--- src/rtl/jdquant_pkg.sv ---
// Shared types and default sizing for the JPEG dequantizer slice.
package jdquant_pkg;

    localparam int DW_DEF  = 16;
    localparam int QW_DEF  = 8;
    localparam int BLK_DEF = 64;

    typedef enum logic [0:0] {
        LOAD = 1'b0,
        RUN  = 1'b1
    } state_t;

    function automatic int idx_bits(input int n);
        return (n > 1) ? $clog2(n) : 1;
    endfunction

endpackage

--- src/rtl/jdquant_fifo.sv ---
// Power-of-two input queue; full/empty come straight from a registered count.
module jdquant_fifo #(
    parameter int W     = 17,
    parameter int DEPTH = 4
) (
    input  logic         clock,
    input  logic         reset,
    input  logic         push,
    input  logic [W-1:0] push_data,
    output logic         full,
    input  logic         pop,
    output logic [W-1:0] pop_data,
    output logic         empty
);
    localparam int AW = (DEPTH > 1) ? $clog2(DEPTH) : 1;
    localparam logic [AW:0]   CNT_FULL = (AW+1)'(DEPTH);
    localparam logic [AW:0]   CNT_ONE  = (AW+1)'(1);
    localparam logic [AW-1:0] PTR_ONE  = AW'(1);

    logic [W-1:0]  mem_r [DEPTH];
    logic [AW-1:0] wptr_r;
    logic [AW-1:0] rptr_r;
    logic [AW:0]   cnt_r;
    logic          push_ok_s;
    logic          pop_ok_s;

    assign full      = (cnt_r == CNT_FULL);
    assign empty     = (cnt_r == {(AW+1){1'b0}});
    assign push_ok_s = push & ~full;
    assign pop_ok_s  = pop & ~empty;
    assign pop_data  = mem_r[rptr_r];

    // storage array; contents are irrelevant once the count is cleared
    always_ff @(posedge clock) begin
        if (push_ok_s) begin
            mem_r[wptr_r] <= push_data;
        end
    end

    // pointers and occupancy
    always_ff @(posedge clock or negedge reset) begin
        if (!reset) begin
            wptr_r <= {AW{1'b0}};
            rptr_r <= {AW{1'b0}};
            cnt_r  <= {(AW+1){1'b0}};
        end else begin
            if (push_ok_s) begin
                wptr_r <= wptr_r + PTR_ONE;
            end
            if (pop_ok_s) begin
                rptr_r <= rptr_r + PTR_ONE;
            end
            case ({push_ok_s, pop_ok_s})
                2'b10:   cnt_r <= cnt_r + CNT_ONE;
                2'b01:   cnt_r <= cnt_r - CNT_ONE;
                default: cnt_r <= cnt_r;
            endcase
        end
    end
endmodule

--- src/rtl/jdquant_page_param.sv ---
// Dequantizer: loads a BLK-entry table, then scales each coefficient by table[idx].
// Optional build macro JDQUANT_SAT_EN selects saturating instead of wrapping reduction.
module jdquant_page_param
    import jdquant_pkg::*;
#(
    parameter int DW    = DW_DEF,
    parameter int QW    = QW_DEF,
    parameter int DEPTH = 4,
    parameter int BLK   = BLK_DEF
) (
    input  logic          clock,
    input  logic          reset,
    input  logic [QW-1:0] qtabStream_d,
    input  logic          qtabStream_e,
    input  logic          qtabStream_v,
    output logic          qtabStream_b,
    input  logic [DW-1:0] inStream_d,
    input  logic          inStream_e,
    input  logic          inStream_v,
    output logic          inStream_b,
    output logic [DW-1:0] outStream_d,
    output logic          outStream_e,
    output logic          outStream_v,
    input  logic          outStream_b
);
    localparam int IW = idx_bits(BLK);
    localparam int PW = DW + QW + 1;
    localparam logic [IW-1:0] LAST_IDX = IW'(BLK - 1);
    localparam logic [IW-1:0] IDX_ONE  = IW'(1);
    localparam logic [QW-1:0] Q_ONE    = QW'(1);

    state_t        state_r;
    state_t        state_nx_s;
    logic [QW-1:0] table_r [BLK];
    logic [IW-1:0] lidx_r;
    logic [IW-1:0] idx_r;
    logic          out_v_r;
    logic          out_e_r;
    logic [DW-1:0] out_d_r;

    logic          fifo_full_s;
    logic          fifo_empty_s;
    logic          push_s;
    logic          pop_s;
    logic [DW:0]   head_s;
    logic          head_e_s;
    logic [DW-1:0] head_d_s;
    logic          load_tok_s;
    logic          out_free_s;
    logic          eob_pending_s;
    logic signed [PW-1:0] coef_ext_s;
    logic signed [PW-1:0] qf_ext_s;
    logic signed [PW-1:0] prod_s;

    function automatic logic [DW-1:0] reduce(input logic signed [PW-1:0] p);
`ifdef JDQUANT_SAT_EN
        logic signed [PW-1:0] pmax;
        logic signed [PW-1:0] pmin;
        pmax = {{(PW-DW+1){1'b0}}, {(DW-1){1'b1}}};
        pmin = {{(PW-DW+1){1'b1}}, {(DW-1){1'b0}}};
        if (p > pmax) begin
            return pmax[DW-1:0];
        end else if (p < pmin) begin
            return pmin[DW-1:0];
        end else begin
            return p[DW-1:0];
        end
`else
        return p[DW-1:0];
`endif
    endfunction

    jdquant_fifo #(
        .W     (DW + 1),
        .DEPTH (DEPTH)
    ) u_fifo (
        .clock     (clock),
        .reset     (reset),
        .push      (push_s),
        .push_data ({inStream_e, inStream_d}),
        .full      (fifo_full_s),
        .pop       (pop_s),
        .pop_data  (head_s),
        .empty     (fifo_empty_s)
    );

    assign push_s        = inStream_v & ~fifo_full_s;
    assign head_e_s      = head_s[DW];
    assign head_d_s      = head_s[DW-1:0];
    assign load_tok_s    = (state_r == LOAD) & qtabStream_v;
    assign out_free_s    = ~out_v_r | ~outStream_b;
    // an end marker waiting in the output register belongs to the old table
    assign eob_pending_s = out_v_r & out_e_r;
    assign pop_s         = (state_r == RUN) & ~fifo_empty_s & out_free_s & ~eob_pending_s;

    assign coef_ext_s = PW'($signed(head_d_s));
    assign qf_ext_s   = $signed(PW'(table_r[idx_r]));
    assign prod_s     = coef_ext_s * qf_ext_s;

    assign qtabStream_b = (state_r == RUN);
    assign inStream_b   = fifo_full_s;
    assign outStream_v  = out_v_r;
    assign outStream_e  = out_e_r;
    assign outStream_d  = out_d_r;

    // state register
    always_ff @(posedge clock or negedge reset) begin
        if (!reset) begin
            state_r <= LOAD;
        end else begin
            state_r <= state_nx_s;
        end
    end

    // next-state decode
    always_comb begin
        state_nx_s = state_r;
        case (state_r)
            LOAD: begin
                if (load_tok_s && (qtabStream_e || (lidx_r == LAST_IDX))) begin
                    state_nx_s = RUN;
                end else begin
                    state_nx_s = LOAD;
                end
            end
            RUN: begin
                if (eob_pending_s && !outStream_b) begin
                    state_nx_s = LOAD;
                end else begin
                    state_nx_s = RUN;
                end
            end
            default: state_nx_s = LOAD;
        endcase
    end

    // quant table and its load index
    always_ff @(posedge clock or negedge reset) begin
        if (!reset) begin
            for (int i = 0; i < BLK; i++) begin
                table_r[i] <= Q_ONE;
            end
            lidx_r <= {IW{1'b0}};
        end else if (load_tok_s) begin
            if (qtabStream_e || (lidx_r == LAST_IDX)) begin
                lidx_r <= {IW{1'b0}};
            end else begin
                lidx_r <= lidx_r + IDX_ONE;
            end
            if (!qtabStream_e) begin
                table_r[lidx_r] <= qtabStream_d;
            end
        end
    end

    // coefficient index within the block
    always_ff @(posedge clock or negedge reset) begin
        if (!reset) begin
            idx_r <= {IW{1'b0}};
        end else if (pop_s) begin
            if (head_e_s || (idx_r == LAST_IDX)) begin
                idx_r <= {IW{1'b0}};
            end else begin
                idx_r <= idx_r + IDX_ONE;
            end
        end
    end

    // output register; holds while the consumer is busy
    always_ff @(posedge clock or negedge reset) begin
        if (!reset) begin
            out_v_r <= 1'b0;
            out_e_r <= 1'b0;
            out_d_r <= {DW{1'b0}};
        end else if (pop_s) begin
            out_v_r <= 1'b1;
            out_e_r <= head_e_s;
            out_d_r <= head_e_s ? {DW{1'b0}} : reduce(prod_s);
        end else if (!outStream_b) begin
            out_v_r <= 1'b0;
            out_e_r <= 1'b0;
        end
    end
endmodule

--- config.mk ---
export PLATFORM = sky130hd
export DESIGN_NAME = jdquant_page_param
export DESIGN_NICKNAME = d
export VERILOG_FILES = /design/src/rtl/jdquant_pkg.sv /design/src/rtl/jdquant_fifo.sv /design/src/rtl/jdquant_page_param.sv
export SDC_FILE = /design/constraint.sdc
export NUM_CORES = 1
export LEC_CHECK = 0
export ABC_AREA = 1
export CORE_MARGIN = 2
export CORE_UTILIZATION = 30
export CTS_CLUSTER_DIAMETER = 150
export DETAILED_ROUTE_END_ITERATION = 16
export PLACE_DENSITY_LB_ADDON = 0.2
export RECOVER_POWER = 25
export SLEW_MARGIN = 15
export SYNTH_ARGS = -nofsm -noshare
export SYNTH_HDL_FRONTEND = slang
export SYNTH_HIERARCHICAL = 1
export SYNTH_SLANG_ARGS = --single-unit
--- constraint.sdc ---
create_clock -name clock -period 14.2 [get_ports clock]
set_input_delay 2.84 -clock clock [delete_from_list [all_inputs] [get_ports clock]]
set_output_delay 2.84 -clock clock [all_outputs]
set_load 0.01 [all_outputs]
Word level (Yosys, flattened, before mapping)
Memory sizes are Yosys's and may differ from the RTL's.
Cells that the tools add are included.
Operators by class
  $add $sub $neg: 6
  multiply operators: 1
  div/mod/pow operators: 0
  order comparisons: 3
  eq/ne operators: 6
  shift operators: 0
  multiplexer cells: 18
  bitwise operators: 18
  reductions and logical operators: 9
Operators with widths (count)
  bitwise mux 512 bit: 1
  binary-select mux 8 bit (select 6 bit): 1
  demux 8 bit (select 6 bit): 1
  two-way mux 8 bit: 3
  multiplier 16 x 9 -> 16 bit: 1
  two-way mux 16 bit: 1
  greater-or-equal comparator 7 bit (second input constant): 2
  inverter 6 -> 7 bit: 2
  adder 6 x 1 -> 6 bit (second input constant): 2
  equality test 6 bit (second input constant): 2
  two-way mux 6 bit: 2
  bitwise AND 1 bit: 8
  < comparator 7 x 1 -> 1 bit (second input constant): 1
  two-way mux 1 bit: 7
  inverter 1 bit: 7
  case mux 3 bit (2 select lines): 1
  adder 2 x 1 -> 2 bit (second input constant): 2
  adder 3 x 1 -> 3 bit (second input constant): 1
  equality test 3 bit (second input constant): 1
  logical AND 1 bit: 3
  logical NOT 3 bit: 1
  subtractor 3 x 1 -> 3 bit (second input constant): 1
  equality test 2 x 1 -> 1 bit (second input constant): 1
  equality test 2 bit (second input constant): 1
  other kinds (7): 8
Word-level totals
  bits in registers: 550
  latch bits: 0
  RAM bits: 68
  memory bits (read-only): 0
  bits of input ports: 31
  output and inout port bits: 20
  logic and storage cells: 135
  memories: 1
Memories
  u_fifo.mem_r: words 4, width 17, rd ports 1, clocked after Yosys merged registers in 0, wr ports 1, line jdquant_fifo.sv:20  | logic [W-1:0] mem_r [DEPTH];

Logic depth before layout (Yosys ltp)
Gate-level depths: netlist (run 1).
  depth after elaboration: 8
  depth in mapped cells: 41
  mapped depth without buffers: 37

Cells and area by module
Netlist (run 1), hierarchy kept.
Modules (own cells, without submodules)
  jdquant_page_param: instances 1, cells each 3670, area each 28330.9 um^2, sequential area each 13668.1 um^2
  jdquant_fifo: instances 1, cells each 259, area each 3193.1 um^2, sequential area each 2217.1 um^2

Least setup slack after synthesis (run 1)
Ideal clock, no wire load.
  path kind: reg-to-reg
  start point: register idx_r[0]
  end point: register out_d_r[14], in the netlist outStream_d[14]
  library setup time: 126 ps
  data arrival time: 5338 ps
  required time: 14074 ps
  setup slack: 8736 ps
  cell stages (with the launch flop): 39
  path buffers: 4
  period minus slack after synthesis: 5464 ps
  path through: dfrtp_1 buf_6 inv_4 buf_4 buf_2 nor2_1 nor2_1 nand2_1 a21oi_1 nor2_1 nand2_1 nand3_1 nand2_1 clkbuf_1 nand2_1 fa_1 inv_1 ha_1 [3 not listed] inv_1 ha_1 inv_1 fa_1 o221ai_1 nand2_1 nand2_1 nand2_1 nand2_1 nand2_1 nand2_1 a21oi_1 or2_2 nand2_1 a21o_1 nand2_1 nand2_1 o21ai_0
Between the ends
  cells in the longest elaborated chain, start to end: 6
RTL lines
  from (decl): line jdquant_page_param.sv:36  | logic [IW-1:0] idx_r;
  from (signal assigned): line jdquant_page_param.sv:159  | idx_r <= {IW{1'b0}};
  from (signal assigned): line jdquant_page_param.sv:162  | idx_r <= {IW{1'b0}};
  from (signal assigned): line jdquant_page_param.sv:164  | idx_r <= idx_r + IDX_ONE;
  inverter 6 -> 7 bit (implied by the code): line jdquant_page_param.sv:97  | assign qf_ext_s = $signed(PW'(table_r[idx_r]));
  binary-select mux 8 bit (select 6 bit): line jdquant_page_param.sv:97
  two-way mux 8 bit (implied by the code) (2 in series): line jdquant_page_param.sv:97
  multiplier 16 x 9 -> 16 bit: line jdquant_page_param.sv:98  | assign prod_s = coef_ext_s * qf_ext_s;
  two-way mux 16 bit: line jdquant_page_param.sv:178  | out_d_r <= head_e_s ? {DW{1'b0}} : reduce(prod_s);
  to (signal assigned): line jdquant_page_param.sv:174  | out_d_r <= {DW{1'b0}};
  to (signal assigned): line jdquant_page_param.sv:178
  to (decl): line jdquant_page_param.sv:39  | logic [DW-1:0] out_d_r;
No other way between the ends. The select of a mux whose other input is x is not followed.
A chain may end at the register's enable or synchronous reset.

==> impl_metrics.tcl, run 1 <==
set metrics [dict create \
    status "finished with violations" \
    violations "max-capacitance violations, max-slew violations" \
    syn_area_per_cell_sq_um 8.02 \
    via_count 25000 \
    htreeDepth 3 \
    pin_count 51 \
    critPathMaxStageDelay_ns 3.46 \
    critPathMaxFanout 83 \
    rsz0062_at_grt "no" \
    drive_gt1_share_pct 6.43 \
    critPathLaunchType "input pin" \
    antenna_cells 0 \
    min_period_ns 9.22 \
    globalRouteTotalUtil_pct 17.8 \
    ys_dominant_reg_cell "dfrtp_1" \
    die-area_sq_mm 0.108 \
    io_buffers 50 \
    nets 3987 \
    setup_tns_ns 0 \
    placement.cell_area_sq_mm 0.0329 \
    synth-xor-area-share_pct 0.222 \
    grt_max_degree 164 \
    max_cap_viol_count 2 \
    final_area_sq_mm 0.0354 \
    synth-simple-area-share_pct 23.5 \
    crit_family "buffers and inverters" \
    cts_setup_buffers 0 \
    dp.final_hpwl_microns 56300 \
    cts_inserted_buffers 74 \
    post-route-util_pct 34.1 \
    power_density_mw_per_mm2 286 \
    finalHoldViolCount 0 \
    synth_nets 4059 \
    worstMarginPinSlew_ns 5.07 \
    end_kind "async pin" \
    hold_class "register to register" \
    crit_buf_inv 2 \
    wire_per_inst_microns 17.8 \
    gp_congestion 0.814 \
    layout_common_cells "nand2_1 (1,274), o21ai_0 (637), dfrtp_1 (484)" \
    synthArstFlopShare_pct 89.0 \
    grtUsageMet1_pct 25.7 \
    power.leakage_nw 16.1 \
    relSlewSlack_pct -238 \
    critPathSlowestCell "clkbuf_1" \
    cp-endpoint "idx_r[1]" \
    holdPathStages 1 \
    areaGrowthSynthToFinish_pct 12.3 \
    cts_resized 0 \
    critical_path_arrival_ns 8.84 \
    drc 0 \
    synth_seq_cells 618 \
    finClkSkew_ns 0.0264 \
    synth_seq_area_share_pct 50.4 \
    synth_mux_area_share_pct 0 \
    grt_pass1_wl_microns 150000 \
    fmax_ghz 0.108 \
    finalSetupViolCount 0 \
    ant_nets 0 \
    antenna_found_initial 1 \
    reg2reg_from "idx_r[0]" \
    grtUsageMet2_pct 28.4 \
    cts-root-buf "clkbuf_16" \
    ir_drop_mv 0.557 \
    hold_buffers 0 \
    grt_pass1_vias 24900 \
    synth_top_family_by_area "simple AND/OR/NAND/NOR gates" \
    grt_overflow 0 \
    die_width_microns 328 \
    cp.required_ns 13.82 \
    final_common_cell "nand2_1" \
    worstSetupPathDepth 2 \
    rows 118 \
    num-fill-cells 11000 \
    cpMostUsedCell "clkbuf_1" \
    busiest_layer "met2" \
    first_pass_iters 6 \
    wirelength_microns 94400 \
    cts_tree "done" \
    ys_warn_count 6 \
    fin_crit_sh_pct 64.9 \
    cts_sinks 618 \
    yosysUniqueCellTypes 42 \
    synth_edf_count 68 \
    startpoint "reset" \
    path_clk_slew_ns 0.06 \
    synthAdderAreaFrac_pct 5.38 \
    design.core.area_sq_mm 0.104 \
    crit_type "input pin to async pin" \
    netlist_instances 3929 \
    clkLatencyLatePin_ns 0.64 \
    pre_cts_slack_ns 6.01 \
    reg2reg_slack_ns 6.01 \
    critical_path.cell_chain "clkbuf_1 -> clkbuf_1" \
    clk_path_buf_depth 3 \
    start_util_pct 30.3 \
    whs_ns 0.474 \
    first_iter_violations 2123 \
    via_per_inst 4.71 \
    report.final.slew_viol_count 138 \
    grt_util_met3_pct 2.04 \
    synth_area_sq_mm 0.0315 \
    synth-compound-area-share_pct 12.5 \
    worst_r2r_path_depth 38 \
    fin_ws_ns 4.98 \
    fp.dieH_microns 328 \
    r2r_end "outStream_d[14]" \
]
-- layout make-up --
class                   instances  area, sq um  share of cell area (%)
flip-flops and latches        618        15900                    44.9
multi-input cells            2714        13100                    37.1
clock buffers                 114         2180                    6.17
well taps                    1380         1730                    4.88
inverters                     364         1380                    3.89
repair buffers                 85          778                    2.20
clock inverters                24          320                   0.905
-- worst reg2reg max path: cells and delay by family (launching register included) --
| kind | cells | cell delay [ns] |
|---|---|---|
| DFF | 1 | 1.14 |
| buffers and inverters | 8 | 1.71 |
| adders and majority gates | 5 | 2.33 |
| AOI/OAI and AO/OA | 5 | 0.57 |
| and+or+nand+nor | 20 | 2.32 |
-- report_power, final --
part	internal, mW	switching (mW)	total [mW]
clock network	1.18	0.796	1.97
registers	2.01	0.146	2.15
logic	2.17	3.84	6.01
-- flip-flops by register name, summed over array words and instances, names as in the netlist --
signal         count
u_fifo/rptr_r      2
u_fifo/mem_r      68
outStream_d       16
u_fifo/wptr_r      2
table_r          512
lidx_r             6
outStream_e        1
idx_r              6
qtabStream_b       1
u_fifo/cnt_r       3
outStream_v        1
-- synthesized netlist by cell type, types with 2 or more instances --
| cell | number | area [sq um] |
|---|---|---|
| dfrtp_1 | 486 | 12200 |
| o21ai_0 | 637 | 3190 |
| o211ai_2 | 2 | 25.0 |
| edfxtp_1 | 68 | 2040 |
| buf_6 | 18 | 203 |
| ha_1 | 38 | 475 |
| buf_1 | 6 | 22.5 |
| nand2_2 | 4 | 25.0 |
| nor4_4 | 6 | 128 |
| o21ai_1 | 23 | 115 |
| nand2_1 | 1273 | 4780 |
| a22o_1 | 4 | 35.0 |
| clkbuf_1 | 136 | 510 |
| and3_1 | 4 | 25.0 |
| fa_1 | 61 | 1220 |
| nand3_1 | 218 | 1090 |
| dfstp_2 | 64 | 1680 |
| clkinv_1 | 13 | 48.8 |
| a31oi_1 | 3 | 18.8 |
| a32o_1 | 3 | 30.0 |
| nor3_2 | 2 | 20.0 |
| or2_2 | 6 | 37.5 |
| xor2_1 | 6 | 52.6 |
| xnor2_1 | 2 | 17.5 |
| nand3b_1 | 2 | 15.0 |
| o221ai_1 | 2 | 17.5 |
| o211ai_1 | 45 | 338 |
| nor2_1 | 329 | 1230 |
| inv_2 | 8 | 30.0 |
| a21oi_1 | 28 | 140 |
| o22ai_1 | 2 | 12.5 |
| inv_4 | 2 | 12.5 |
| buf_2 | 55 | 275 |
| nor3_1 | 8 | 40.0 |
| buf_4 | 18 | 135 |
| inv_1 | 341 | 1280 |
-- worst min path at each step --
stage                          from              end  slack [ns]
floorplan              table_r[139]     table_r[139]        0.45
global placement       table_r[139]     table_r[139]        0.46
detailed placement     table_r[139]     table_r[139]        0.47
CTS                 u_fifo/cnt_r[0]  u_fifo/cnt_r[0]        0.48
global route           table_r[496]     table_r[496]        0.50
finish              u_fifo/cnt_r[0]  u_fifo/cnt_r[0]        0.47
-- per-layer routing --
| metal | vias up | wire length [microns] |
|---|---|---|
| li1 | 12400 | - |
| met1 | 12100 | 45900 |
| met2 | 447 | 43200 |
| met3 | 104 | 3550 |
| met4 | 0 | 1720 |
| met5 | - | 0 |
-- cells by family (layout without fill, tap and decap cells) --
kind of cell | Yosys count | count (layout)
DFF | 618 | 618
xor gates and xnor gates | 8 | 8
buffers and inverters | 597 | 587
adders and majority gates | 99 | 99
AOI/OAI and AO/OA | 751 | 751
and+or+nand+nor | 1856 | 1856
-- through the flow --
step / std cells / total power, mW
floorplan: 3929 / 6.76
global placement: 5161 / 8.24
detailed placement: 5161 / 8.26
CTS: 5299 / 10.3
global route: 5299 / 11.3
finish: 5299 / 10.1
Note: power is estimated with default switching activity, not from simulation.
==> run 2, diff against run 1 <==
==> constraint.sdc (replaced) <==
create_clock -name clock -period 9.04 [get_ports clock]
set_input_delay 1.808 -clock clock [delete_from_list [all_inputs] [get_ports clock]]
set_output_delay 1.808 -clock clock [all_outputs]
set_load 0.01 [all_outputs]
==> run 2 against run 1 <==
Net effect: the flow still finishes with violations (max-capacitance violations, max-slew violations); total power rose by 56%; first-iteration DRC count is 4.4% lower; largest power group unchanged; sequential power is 56% higher; hold slack improved by 0.0030 ns; wire length is 0.38% lower.
==> impl_metrics.tcl, run 2 (synthesis results as in run 1) <==
set metrics [dict create \
    status "finished with violations" \
    violations "max-capacitance violations, max-slew violations" \
    cp.required_ns 9.54 \
    placement.cell_area_sq_mm 0.0331 \
    via_count 25100 \
    fp.dieH_microns 328 \
    reg2reg_from "idx_r[2]" \
    grt_pass1_vias 24600 \
    path_clk_slew_ns 0.06 \
    ir_drop_mv 0.780 \
    design.core.area_sq_mm 0.104 \
    grt_overflow 0 \
    largest_reg_flops 512 \
    grt_max_degree 158 \
    hold_class "register to register" \
    final_common_cell "nand2_1" \
    report.final.slew_viol_count 103 \
    startpoint "idx_r[2]" \
    critPathLaunchType "register" \
    antenna_cells 0 \
    critPathSlowestCell "nor2_2" \
    crit_type "register to register" \
    post-route-util_pct 34.0 \
    first_iter_violations 2029 \
    io_buffers 50 \
    wire_per_inst_microns 17.7 \
    power_density_mw_per_mm2 446 \
    cts_tree "done" \
    fmax_ghz 0.139 \
    finalSetupViolCount 0 \
    worstMarginPinSlew_ns 6.11 \
    grt_pass1_wl_microns 150000 \
    cp-endpoint "outStream_d[14]" \
    pin_count 51 \
    setup_tns_ns 0 \
    drive_gt1_share_pct 6.45 \
    power.leakage_nw 16.1 \
    layout_common_cells "nand2_1 (1,274), o21ai_0 (637), dfrtp_1 (484)" \
    gp_congestion 0.833 \
    cts_sinks 618 \
    drc 0 \
    areaGrowthSynthToFinish_pct 12.2 \
    max_cap_viol_count 1 \
    clk_path_buf_depth 3 \
    finClkSkew_ns 0.0322 \
    start_util_pct 30.3 \
    die_width_microns 328 \
    fin_crit_sh_pct 79.6 \
    end_kind "register" \
    nets 3995 \
    dp.final_hpwl_microns 58100 \
    cts-root-buf "clkbuf_16" \
    htreeDepth 3 \
    antenna_found_initial 0 \
    critPathMaxFanout 19 \
    cts_resized 0 \
    rsz0062_at_grt "no" \
    final_area_sq_mm 0.0354 \
    relSlewSlack_pct -307 \
    wirelength_microns 94100 \
    cts_setup_buffers 0 \
    worst_r2r_path_depth 31 \
    cts_inserted_buffers 72 \
    reg2reg_slack_ns 1.84 \
    hold_buffers 0 \
    first_pass_iters 5 \
    ant_nets 0 \
    min_period_ns 7.20 \
    fin_ws_ns 1.84 \
    clkLatencyLatePin_ns 0.64 \
    cpMostUsedCell "nand2_1" \
    die-area_sq_mm 0.108 \
    r2r_end "outStream_d[14]" \
    rows 118 \
    globalRouteTotalUtil_pct 17.7 \
    finalHoldViolCount 0 \
    critPathMaxStageDelay_ns 0.88 \
    via_per_inst 4.73 \
    critical_path_arrival_ns 7.69 \
    regMostFlops "table_r" \
    pre_cts_slack_ns 1.83 \
]
==> run 2: worst min-delay path by stage <==
| stage | cells past startpoint | startpoint | to |
|---|---|---|---|
| floorplan | 2 | table_r[139] | table_r[139] |
| global placement | 2 | table_r[393] | table_r[393] |
| detailed placement | 2 | table_r[393] | table_r[393] |
| CTS | 1 | u_fifo/cnt_r[0] | u_fifo/cnt_r[0] |
| global route | 2 | table_r[375] | table_r[375] |
| finish | 2 | table_r[393] | table_r[393] |
==> run 2: worst max-delay path, delay by kind of cell (launching register included) <==
kind	cells	cell delay, ns
and+or+nand+nor	16	2.75
adders and majority gates	5	2.41
AOI/OAI and AO/OA	5	0.76
DFF	1	0.71
buffers and inverters	5	0.42
==> run 2: area by class of cell <==
type                       count  area (sq um)
clock buffer                 114          2110
tap                         1380          1730
fill                       11100         68600
sequential                   618         15900
clock inverter                18           199
multi-input combinational   2714         13100
timing repair buffer          95           945
inverter                     364          1380
==> run 2: where the power goes <==
part           switching, mW  leakage, nW  internal [mW]
registers              0.200         7.98           3.16
clock network           1.22         1.13           1.67
logic                   6.07         6.96           3.46
total                   7.49         16.1           8.29
==> run 2: metrics by stage <==
stage	instances	hold WS (ns)	power (mW)
final	5303	0.477	15.8
after global routing	5303	0.499	17.7
after CTS	5303	0.479	16.1
after detailed placement	5171	0.466	13.1
after global placement	5171	0.457	13.1
after floorplan	3929	0.445	10.6
==> run 2: layer usage <==
metal	vias up	wire (microns)	GRT usage, %	share of wire [%]
li1	12400	-	-	-
met1	12200	44900	25.3	48
met2	442	43500	28.4	46
met3	107	3860	2.03	4.1
met4	0	1750	4.65	1.9
met5	-	0	0	0
==> run 3, diff against run 2 <==
==> constraint.sdc (replaced) <==
create_clock -name clock -period 7 [get_ports clock]
set_input_delay 1.4 -clock clock [delete_from_list [all_inputs] [get_ports clock]]
set_output_delay 1.4 -clock clock [all_outputs]
set_load 0.01 [all_outputs]
==> run 3 against run 2 <==
Net effect: the run still ends with max-capacitance violations, max-slew violations left; final cell count increased by 0.49%; wire length shrank 0.41%; non-clock buffer count is 18 higher; critical path type unchanged; largest cell class unchanged; highest routed layer is now met5.
==> impl_metrics.tcl, run 3 (synthesis results as in run 1) <==
set metrics [dict create \
    fmax_ghz 0.154 \
    setup_tns_ns 0 \
    fin_crit_sh_pct 93.0 \
    status "finished with violations" \
    min_period_ns 6.51 \
    grt_pass1_vias 24900 \
    critical_path_arrival_ns 7.06 \
    die-area_sq_mm 0.108 \
    io_buffers 50 \
    gp_congestion 0.798 \
    fp.dieH_microns 328 \
    areaGrowthSynthToFinish_pct 13.2 \
    final_common_cell "nand2_1" \
    first_pass_iters 5 \
    place_inst 5189 \
    critPathSlowestCell "dfrtp_4" \
    dp.final_hpwl_microns 58200 \
    whs_ns 0.472 \
    violations "max-capacitance violations, max-slew violations" \
    drc 0 \
    ant_nets 0 \
    grt_max_degree 171 \
    cts_setup_buffers 0 \
    regMostFlops "table_r" \
    power.leakage_nw 16.2 \
    wire_per_inst_microns 17.6 \
    largest_reg_flops 512 \
    via_count 25300 \
    grt_pass1_wl_microns 150000 \
    crit_type "register to register" \
    htreeDepth 3 \
    worstMarginPinSlew_ns 3.04 \
    max_cap_viol_count 4 \
    die_width_microns 328 \
    rows 118 \
    placement.cell_area_sq_mm 0.0333 \
    num-fill-cells 11100 \
    finalHoldViolCount 0 \
    antenna_found_initial 2 \
    clk_path_buf_depth 3 \
    nets 4016 \
    post-route-util_pct 34.3 \
    design.core.area_sq_mm 0.104 \
    first_iter_violations 1963 \
    pin_count 51 \
    layout_common_cells "nand2_1 (1,274), o21ai_0 (637), dfrtp_1 (484)" \
    fin_cells 5329 \
    ir_drop_mv 0.906 \
    report.final.slew_viol_count 262 \
    path_clk_slew_ns 0.06 \
    rsz0062_at_grt "no" \
    via_per_inst 4.75 \
    cp.required_ns 7.54 \
    critPathMaxFanout 54 \
    cts_tree "done" \
    grt_overflow 0 \
    critPathMaxStageDelay_ns 0.54 \
    wirelength_microns 93700 \
    cts_sinks 618 \
    power.total_mw 20.5 \
    end_kind "register" \
    power_density_mw_per_mm2 575 \
    clkLatencyLatePin_ns 0.65 \
    relSlewSlack_pct -103 \
    final_area_sq_mm 0.0357 \
    fin_ws_ns 0.487 \
    finalSetupViolCount 0 \
    critPathLaunchType "register" \
    start_util_pct 30.3 \
    drive_gt1_share_pct 7.02 \
    globalRouteTotalUtil_pct 17.7 \
    reg2reg_slack_ns 0.49 \
    cpMostUsedCell "nand2_1" \
    cts_inserted_buffers 75 \
    pre_cts_slack_ns 0.519 \
    cts-root-buf "clkbuf_16" \
    finClkSkew_ns 0.0258 \
    hold_class "register to register" \
]
[run 3: cell count changes in the layout (fill, tap and decap cells not counted), moves of 2 or more]
cell	change
clkinv_2	+2
inv_16	-2
buf_12	+2
clkbuf_2	+2
clkinv_16	+2
buf_4	+10
clkinv_4	-2
clkinv_8	+2
clkbuf_8	+2
clkbuf_16	+4
clkinv_1	+2
[run 3: path summary, 6_finish.rpt]
path / end / cells after the start / startpoint
setup reg to reg: outStream_d[14] / 31 / idx_r[0]
min in group asynchronous: table_r[137] / 1 / reset
hold / removal: u_fifo/cnt_r[0] / 1 / u_fifo/cnt_r[0]
max in group asynchronous: idx_r[1] / 2 / reset
hold reg to reg: u_fifo/cnt_r[0] / 1 / u_fifo/cnt_r[0]
setup / recovery: outStream_d[14] / 31 / idx_r[0]
[run 3: layout make-up]
class	count	area [sq um]	area share (%)
Sequential cell	618	15900	44.5
Multi-Input combinational cell	2714	13100	36.8
Clock buffer	117	2230	6.24
Tap cell	1380	1730	4.84
Inverter	364	1380	3.87
Timing Repair Buffer	113	1100	3.09
Clock inverter	22	246	0.690
Antenna cell	1	2.50	0.00701
[run 3: critical path: cells and delay by family (launching register included)]
kind / cells / cell delay (ns)
adder cells (fa/ha/maj): 5 / 2.37
AO/OA/AOI/OAI: 6 / 1.12
buffers and inverters: 6 / 0.77
flip-flops: 1 / 0.54
AND/OR/NAND/NOR: 14 / 1.57
[run 3: timing repair]
action,4_1_cts,5_1_grt
hold buffers,0,0
hold endpoints to repair,0,0
setup endpoints to repair,0,1
gates resized for setup,0,2
[run 3: routing by layer]
metal | track usage (%) | vias up | part of all wire, %
li1 | - | 12400 | -
met1 | 25.1 | 12400 | 49
met2 | 28.3 | 394 | 46
met3 | 2.68 | 103 | 4.0
met4 | 4.28 | 4 | 1.7
met5 | 0 | - | 0.025
[run 3: where the power goes]
group / internal (mW) / switching [mW]
Combinational: 4.54 / 7.79
Clock: 2.28 / 1.61
Sequential: 4.08 / 0.226
Total: 10.9 / 9.63
